[src/rtl/acc_bank_if.sv]
// acc_bank_if
// Bundles the increment port, the read port and the status outputs of
// acc_bank so the bank can be dropped into the tile through one port.
//
// Signals (direction as seen from the slave, i.e. the accumulator bank):
//   in_valid    in   increment request
//   in_ready    out  increment accepted this cycle when high with in_valid
//   in_ch       in   target channel of the increment
//   in_data     in   unsigned increment
//   sat_mode    in   1 = saturate on carry, 0 = wrap
//   clr_all     in   start the clear-all sweep
//   out_sel     in   read channel select
//   out_data    out  registered top bits of the selected accumulator
//   ovf         out  sticky per-channel overflow flags
//   carry_pulse out  one-cycle pulse after an add that carried out
//   carry_ch    out  channel of the most recent carry
interface acc_bank_if #(
  parameter int IN_W  = 8,
  parameter int OUT_W = 8,
  parameter int NCH   = 4,
  parameter int CH_W  = (NCH > 1) ? $clog2(NCH) : 1
);

  logic             in_valid;
  logic             in_ready;
  logic [CH_W-1:0]  in_ch;
  logic [IN_W-1:0]  in_data;
  logic             sat_mode;
  logic             clr_all;
  logic [CH_W-1:0]  out_sel;
  logic [OUT_W-1:0] out_data;
  logic [NCH-1:0]   ovf;
  logic             carry_pulse;
  logic [CH_W-1:0]  carry_ch;

  modport master (
    output in_valid, in_ch, in_data, sat_mode, clr_all, out_sel,
    input  in_ready, out_data, ovf, carry_pulse, carry_ch
  );

  modport slave (
    input  in_valid, in_ch, in_data, sat_mode, clr_all, out_sel,
    output in_ready, out_data, ovf, carry_pulse, carry_ch
  );

endinterface

[src/rtl/acc_bank.sv]
// acc_bank
// Bank of NCH independent unsigned ACC_W-bit accumulators. Increments
// arrive through a valid/ready port; the top OUT_W bits of the channel
// picked by out_sel are presented on a registered read port. Each channel
// carries a sticky overflow flag, any carrying add raises carry_pulse for
// one cycle, and clr_all starts a sweep that zeroes one channel per cycle.
//
// Build option:
//   ACC_SAT_EN  when defined, sat_mode=1 makes a carrying add saturate to
//               all-ones; when undefined sat_mode is ignored and every
//               carry wraps. ovf / carry_pulse behave the same either way.
//
// Ports:
//   clk  rising-edge clock
//   rst  synchronous active-high reset
//   bus  acc_bank_if slave modport (increment, read and status signals)
//
// State table:
//   state    | meaning
//   ST_IDLE  | accepting increments; clr_all here clears ch0 and starts sweep
//   ST_CLEAR | sweeping channels 1..NCH-1, one per cycle; increments blocked
module acc_bank #(
  parameter int ACC_W = 16,
  parameter int IN_W  = 8,
  parameter int OUT_W = 8,
  parameter int NCH   = 4,
  parameter int CH_W  = (NCH > 1) ? $clog2(NCH) : 1
) (
  input  logic       clk,
  input  logic       rst,
  acc_bank_if.slave  bus
);

  localparam logic [0:0]      ST_IDLE  = 1'b0;
  localparam logic [0:0]      ST_CLEAR = 1'b1;
  localparam logic [CH_W-1:0] LAST_CH  = CH_W'(NCH - 1);

  logic [0:0]       state;
  logic [CH_W-1:0]  sweep_idx;
  logic [ACC_W-1:0] acc [NCH];
  logic [NCH-1:0]   ovf_q;
  logic [OUT_W-1:0] out_q;
  logic             carry_q;
  logic [CH_W-1:0]  carry_ch_q;

  logic             ready;
  logic             xfer;
  logic [NCH-1:0]   wr_hit;
  logic [NCH-1:0]   clr_hit;
  logic [ACC_W-1:0] wr_acc;
  logic [ACC_W-1:0] rd_acc;
  logic [ACC_W:0]   sum;
  logic             carry;
  logic             carry_evt;
  logic [ACC_W-1:0] acc_next;

  assign ready = (state == ST_IDLE) && !bus.clr_all;
  assign xfer  = bus.in_valid && ready;

  // Channel decode by compare rather than direct indexing, so an
  // out-of-range select (non-power-of-2 NCH) hits nothing: writes are
  // dropped and reads return zero.
  always_comb begin
    wr_hit  = '0;
    clr_hit = '0;
    wr_acc  = '0;
    rd_acc  = '0;
    for (int c = 0; c < NCH; c++) begin
      if (bus.in_ch == CH_W'(c)) begin
        wr_acc    = acc[c];
        wr_hit[c] = xfer;
      end
      if (bus.out_sel == CH_W'(c)) begin
        rd_acc = acc[c];
      end
      // The clr_all cycle itself clears channel 0, so the whole sweep
      // spans exactly NCH cycles of in_ready low.
      if (state == ST_IDLE) begin
        clr_hit[c] = bus.clr_all && (c == 0);
      end else begin
        clr_hit[c] = (sweep_idx == CH_W'(c));
      end
    end
  end

  assign sum       = {1'b0, wr_acc} + (ACC_W + 1)'(bus.in_data);
  assign carry     = sum[ACC_W];
  assign carry_evt = (|wr_hit) && carry;

`ifdef ACC_SAT_EN
  assign acc_next = (carry && bus.sat_mode) ? {ACC_W{1'b1}} : sum[ACC_W-1:0];
`else
  logic unused_sat_mode;
  assign unused_sat_mode = bus.sat_mode;
  assign acc_next        = sum[ACC_W-1:0];
`endif

  always_ff @(posedge clk) begin
    if (rst) begin
      state      <= ST_IDLE;
      sweep_idx  <= '0;
      ovf_q      <= '0;
      out_q      <= '0;
      carry_q    <= 1'b0;
      carry_ch_q <= '0;
      for (int c = 0; c < NCH; c++) begin
        acc[c] <= '0;
      end
    end else begin
      out_q   <= rd_acc[ACC_W-1 -: OUT_W];
      carry_q <= carry_evt;
      if (carry_evt) begin
        carry_ch_q <= bus.in_ch;
      end

      for (int c = 0; c < NCH; c++) begin
        if (clr_hit[c]) begin
          acc[c]   <= '0;
          ovf_q[c] <= 1'b0;
        end else if (wr_hit[c]) begin
          acc[c] <= acc_next;
          if (carry) begin
            ovf_q[c] <= 1'b1;
          end
        end
      end

      case (state)
        ST_IDLE: begin
          if (bus.clr_all) begin
            state     <= ST_CLEAR;
            sweep_idx <= CH_W'(1);
          end
        end
        ST_CLEAR: begin
          if (sweep_idx == LAST_CH) begin
            state     <= ST_IDLE;
            sweep_idx <= '0;
          end else begin
            sweep_idx <= sweep_idx + CH_W'(1);
          end
        end
        default: begin
          state     <= ST_IDLE;
          sweep_idx <= '0;
        end
      endcase
    end
  end

  assign bus.in_ready    = ready;
  assign bus.out_data    = out_q;
  assign bus.ovf         = ovf_q;
  assign bus.carry_pulse = carry_q;
  assign bus.carry_ch    = carry_ch_q;

endmodule

[src/flat_wrapper.sv]
// flat-port wrapper written by rule: the top's interface ports become plain ports
module acc_bank_flat 
#(
  parameter int ACC_W = 16,
  parameter int IN_W  = 8,
  parameter int OUT_W = 8,
  parameter int NCH   = 4,
  parameter int CH_W  = (NCH > 1) ? $clog2(NCH) : 1
)
  (clk, rst, bus_in_valid, bus_in_ch, bus_in_data, bus_sat_mode, bus_clr_all, bus_out_sel, bus_in_ready, bus_out_data, bus_ovf, bus_carry_pulse, bus_carry_ch);
  acc_bank_if #(.IN_W(IN_W), .OUT_W(OUT_W), .NCH(NCH), .CH_W(CH_W)) bus_i ();
  input  logic clk;
  input  logic rst;
  input wire logic [$bits(bus_i.in_valid)-1:0] bus_in_valid;
  input wire logic [$bits(bus_i.in_ch)-1:0] bus_in_ch;
  input wire logic [$bits(bus_i.in_data)-1:0] bus_in_data;
  input wire logic [$bits(bus_i.sat_mode)-1:0] bus_sat_mode;
  input wire logic [$bits(bus_i.clr_all)-1:0] bus_clr_all;
  input wire logic [$bits(bus_i.out_sel)-1:0] bus_out_sel;
  output wire logic [$bits(bus_i.in_ready)-1:0] bus_in_ready;
  output wire logic [$bits(bus_i.out_data)-1:0] bus_out_data;
  output wire logic [$bits(bus_i.ovf)-1:0] bus_ovf;
  output wire logic [$bits(bus_i.carry_pulse)-1:0] bus_carry_pulse;
  output wire logic [$bits(bus_i.carry_ch)-1:0] bus_carry_ch;
  assign bus_i.in_valid = bus_in_valid;
  assign bus_i.in_ch = bus_in_ch;
  assign bus_i.in_data = bus_in_data;
  assign bus_i.sat_mode = bus_sat_mode;
  assign bus_i.clr_all = bus_clr_all;
  assign bus_i.out_sel = bus_out_sel;
  assign bus_in_ready = bus_i.in_ready;
  assign bus_out_data = bus_i.out_data;
  assign bus_ovf = bus_i.ovf;
  assign bus_carry_pulse = bus_i.carry_pulse;
  assign bus_carry_ch = bus_i.carry_ch;
  acc_bank #(.ACC_W(ACC_W), .IN_W(IN_W), .OUT_W(OUT_W), .NCH(NCH), .CH_W(CH_W)) u_core (.clk(clk), .rst(rst), .bus(bus_i));
endmodule
[config.mk]
export PLATFORM = sky130hd
export DESIGN_NAME = acc_bank_flat
export DESIGN_NICKNAME = d
export VERILOG_FILES = /design/src/rtl/acc_bank_if.sv /design/src/rtl/acc_bank.sv /design/src/flat_wrapper.sv
export SDC_FILE = /design/constraint.sdc
export NUM_CORES = 1
export LEC_CHECK = 0
export ABC_AREA = 1
export CORE_ASPECT_RATIO = 0.7
export CORE_UTILIZATION = 55
export CTS_BUF_LIST = sky130_fd_sc_hd__clkbuf_4 sky130_fd_sc_hd__clkbuf_8
export DETAILED_ROUTE_END_ITERATION = 8
export PLACE_DENSITY = 0.79
export SKIP_CTS_REPAIR_TIMING = 1
export SYNTH_ARGS = -nofsm -noshare
export SYNTH_HDL_FRONTEND = slang
export SYNTH_SLANG_ARGS = --single-unit
[constraint.sdc]
create_clock -name clk -period 3.4 [get_ports clk]
set_input_delay 1.02 -clock clk [delete_from_list [all_inputs] [get_ports clk]]
set_output_delay 1.02 -clock clk [all_outputs]
set_load 0.01 [all_outputs]
# Word-level counts from Yosys, hierarchy flattened
# Memory sizes are Yosys's and may differ from the RTL's.
# Index checks and enable logic that the tools add are counted.
dict set report totals {
  mem_bits_ro 0
  output_inout_bits 16
  ram_bits 64
  latchBits 0
  word_cells 107
  register_bits 18
  memories 1
}
dict set report classes {
  reduce_logical 16
  n_eq_ne 10
  multipliers 0
  n_lt_le_gt_ge 0
  add_sub_neg 2
  n_shift 0
  bitwise 9
  n_mux 60
  n_div 0
}
# memory depth width rd rd_clocked_by_memory_dff write_ports line
set mem_list {}
lappend mem_list {u_core.acc 4 16 4 0 4 acc_bank.sv:40} ;# logic [ACC_W-1:0] acc [NCH];
# cell n
set op_table {}
lappend op_table {{$mux W16} 16}
lappend op_table {{$mux W1} 40}
lappend op_table {{$add A16 B8 Y17} 1}
lappend op_table {{$eq A2 B2 Y1 const B} 6}
lappend op_table {{$or A1 B1 Y1} 8}
lappend op_table {{$reduce_and A2 Y1} 4}
lappend op_table {{$reduce_or A2 Y1} 4}
lappend op_table {{$eq A2 B1 Y1 const B} 3}
lappend op_table {{$logic_not A2 Y1} 3}
lappend op_table {{$mux W2} 2}
lappend op_table {{$pmux W2 S2} 1}
lappend op_table {{$reduce_or A4 Y1} 1}
lappend op_table {{$logic_and A1 B1 Y1} 3}
lappend op_table {{$add A2 B1 Y2 const B} 1}
lappend op_table {{$ne A2 B2 Y1 const B} 1}
lappend op_table {{$pmux W1 S2} 1}
lappend op_table {{$logic_not A1 Y1} 1}
lappend op_table {{$not A1 Y1} 1}

# Logic depth before layout (Yosys ltp)
dict set report depth {
  word_depth 9
  mapped_depth 20
  depth_no_buf 18
}

# Worst setup path before layout
# Ideal clock, no wire load.
dict set report synth_path {
  kind {input port to flip-flop}
  start {in bus_in_ch[0]}
  end {mem u_core.acc[1][10] (data pin)}
  path_stages 17
  n_path_buf 2
  setup_slack_ns 0.005
  arrival_ns 3.129
  path_cell_list {buf_6 nand2_2 inv_2 buf_6 a221oi_1 nand2_1 o21ai_0 inv_1 ha_1 fa_1 nand3_1 nand2_1 nand2_1 nand2_1 nand3_4 xor2_1 nor2_1}
}
# item line
set synth_rtl {}
lappend synth_rtl {{from (decl)} flat_wrapper.sv:15} ;# input wire logic [$bits(bus_i.in_ch)-1:0] bus_in_ch;
lappend synth_rtl {{to (decl)} acc_bank.sv:40}

==> results.py <==
metrics = {
    "setup_path": {
        "cp.required_ns": 3.50,
        "cp-startpoint": "bus_in_ch[0]",
        "worst_setup_path_start_kind": "input port",
        "cp-end-kind": "flip-flop",
        "r2r-start": "u_core.acc[2][0]",
        "path_class": "in -> reg",
        "worstPathArrival_ns": 3.34,
        "path_max_fanout": 6,
    },
    "cts": {
        "cts_root_buffer": "clkbuf_8",
        "insertion_delay_ns": 0.36,
        "clock_sinks": 82,
        "clkTransAtPathRegs_ns": 0.08,
        "cts_made_buffers": 9,
        "cts_tree": "yes",
        "htreeDepth": 3,
        "clockBufferDepth": 2,
    },
    "cells_and_area": {
        "antenna_cells": 0,
        "seqCellArea_sq_um": 2280,
        "fin_area_sq_um": 5370,
        "final_layout_size_suffix_gt1_share_pct": 23.6,
        "multiInputGateArea_sq_um": 1830,
        "nFillCells": 545,
        "area_growth_pct": 27.4,
        "fin_cells": 635,
        "nets": 562,
    },
    "global_route": {
        "antenna_found_initial": 0,
        "grtUsageTotal_pct": 31.0,
        "grt_pass1_wl_um": 18000,
        "grt_overflow_total": 0,
        "grt_max_degree": 18,
        "grt_pass1_vias": 3589,
    },
    "sta": {
        "rsz0062_at_grt": "false",
        "period_minus_slack_ns": 3.23,
        "tightest_slew_ns": 0.592,
        "hold_viol": 0,
        "setup_viol": 0,
        "slew_headroom_pct": 60.4,
        "fmax_ghz": 0.309,
        "maxSlewViolCount": 0,
        "clock_skew_ns": 0.00752,
        "whs_ns": 0.485,
        "post-route-period-util_pct": 95.1,
    },
    "flow_run": {
        "drv_cap": 0,
    },
    "detailed_routing": {
        "drt_iter0_drc": 445,
        "drtPass1Iterations": 5,
        "avgRoutedWirePerCell_um": 18.4,
        "routed_wl_um": 11700,
        "viasPerCell": 5.71,
        "drc": 0,
        "vias": 3627,
        "antenna_left": 0,
    },
    "die": {
        "die_h_um": 75.2,
        "ioPinCount": 33,
        "core_sq_um": 7350,
        "die_x_um": 107,
        "rows": 26,
        "dieArea_sq_um": 8020,
        "start_util_pct": 57.3,
    },
    "logic_synthesis": {
        "syn_avg_cell_area_sq_um": 9.42,
        "ys_async_sr_fraction_pct": 0,
        "synth_fp_nets": 477,
        "netlist-cell-type-count": 39,
        "ys.flop_type": "edfxtp_1",
        "synth_seq_cells": 82,
        "synth_edf_count": 64,
        "synth_cells": 447,
        "yosys_warnings": 0,
        "yosysSeqAreaShare_pct": 54.2,
        "syn_area_sq_um": 4210,
    },
    "power": {
        "p_total_w": 0.00238,
        "ir_drop_v": 0.000289,
        "static-leakage-power_nw": 2.26,
        "powerDensity_nw_per_um2": 444,
    },
    "placement": {
        "placedCellCount": 612,
        "dpl.hpwl_um": 7750,
        "portBuffers": 31,
        "dpl_cell_area_sq_um": 4940,
        "place_congestion": 0.832,
    },
    "hold_path": {
        "hp-start": "u_core.bus.ovf[3]",
        "min_path_type": "reg -> reg",
    },
    "run_status": {
        "status": "finished, final reports clean",
    },
}
## per-layer routing
metal / part of all wire (%) / global-route usage, %
met2: 47 / 49.3
met3: 10 / 10.9
met5: 0 / 0
met1: 41 / 40.8
met4: 1.9 / 8.83
## kinds of logic (layout without fill, tap and decap cells)
kind of cell    after synthesis  after routing  share of synthesized area, %
fa+ha+maj                    13             13                          4.04
flops                        82             82                          54.2
compound gates               61             61                          8.20
simple gates                225            225                          25.0
buf+inv                      55            145                          5.97
xor+xnor                     11             11                          2.64
## flip-flops by register name (all words and copies together), names as in the netlist
signal	flops
u_core.bus.carry_ch	2
u_core.bus.carry_pulse	1
u_core.state	1
u_core.bus.ovf	4
u_core.sweep_idx	2
u_core.bus.out_data	8
u_core.acc	64
## layout make-up
cell class | count | share of cell area, %
Clock inverter | 4 | 0.793
Tap cell | 98 | 2.28
Timing Repair Buffer | 88 | 14.6
Clock buffer | 12 | 2.73
Inverter | 41 | 3.05
Multi-Input combinational cell | 310 | 34.1
Sequential cell | 82 | 42.5
## layout by cell type, fill, tap and decap left out, types with 4 or more instances in the layout
cell type        count
a21oi_1              9
buf_4               49
buf_6                7
clkbuf_8             9
clkdlybuf4s50_1     29
dfxtp_1             18
edfxtp_1            64
ha_1                10
inv_1               31
inv_2                4
nand2_1             76
nand2_2             10
nand2_4              4
nand3_1             30
nand3_2              9
nand4_1              4
nor2_1              76
o211ai_1             8
o21ai_0             24
o21ai_1              9
xnor2_1              4
## report_power, final
part / internal, W / total, W / switching (W)
Combinational: 0.000230 / 0.000521 / 0.000290
Sequential: 0.00114 / 0.00116 / 0.0000265
Clock: 0.000359 / 0.000699 / 0.000340
Total: 0.00172 / 0.00238 / 0.000657
## Yosys cell counts, types with 3 or more instances
| library cell | count | area share (%) |
|---|---|---|
| nor2_1 | 76 | 6.8 |
| o21ai_1 | 4 | 0.48 |
| nand2_2 | 7 | 1.0 |
| xor2_1 | 4 | 0.83 |
| xnor2_1 | 5 | 1.0 |
| or2_2 | 3 | 0.45 |
| buf_6 | 5 | 1.3 |
| nor2_4 | 3 | 0.80 |
| clkbuf_1 | 7 | 0.62 |
| or2_1 | 3 | 0.45 |
| nand3_2 | 6 | 1.4 |
| a21oi_1 | 9 | 1.1 |
| ha_1 | 12 | 3.6 |
| o211ai_1 | 8 | 1.4 |
| o22ai_1 | 6 | 0.89 |
| inv_2 | 6 | 0.53 |
| inv_1 | 32 | 2.9 |
| nand3_1 | 33 | 3.9 |
| dfxtp_1 | 18 | 8.6 |
| nand2_1 | 81 | 7.2 |
| o21ai_0 | 29 | 3.4 |
| nand4_1 | 4 | 0.59 |
| edfxtp_1 | 64 | 46 |
## worst max-delay path: stages
cell and delay [ns]:
dlymetal6s2s_1 0.17, buf_4 0.17, nor2_4 0.20, inv_4 0.10, buf_4 0.15, o22ai_2 0.09, o21ai_1 0.09, ha_1 0.33
nand2_1 0.08, nor2_1 0.16, nand2_2 0.07, nand2_2 0.12, nand3_4 0.11, nor2_8 0.21, xor2_4 0.20, nor2_1 0.06
## final timing paths
kind | to | slack, ns | depth (start not counted)
setup / recovery | u_core.acc[1][12] | 0.17 | 16
hold / removal | u_core.bus.ovf[3] | 0.49 | 2
setup reg to reg | u_core.acc[1][6] | 0.79 | 13
hold reg to reg | u_core.bus.ovf[3] | 0.49 | 2
## per-stage QoR
stage	TNS, ns	setup slack [ns]	utilization [%]
2_1_floorplan	0	0.00486	-
3_3_place_gp	-25.27	-0.567	67.2
3_5_place_dp	-30.71	-0.647	67.2
4_1_cts	-9.35	-0.281	69.7
5_1_grt	0	0.0602	73.0
6_report	0	0.166	73.0
Power figures use the tool's default switching activity.
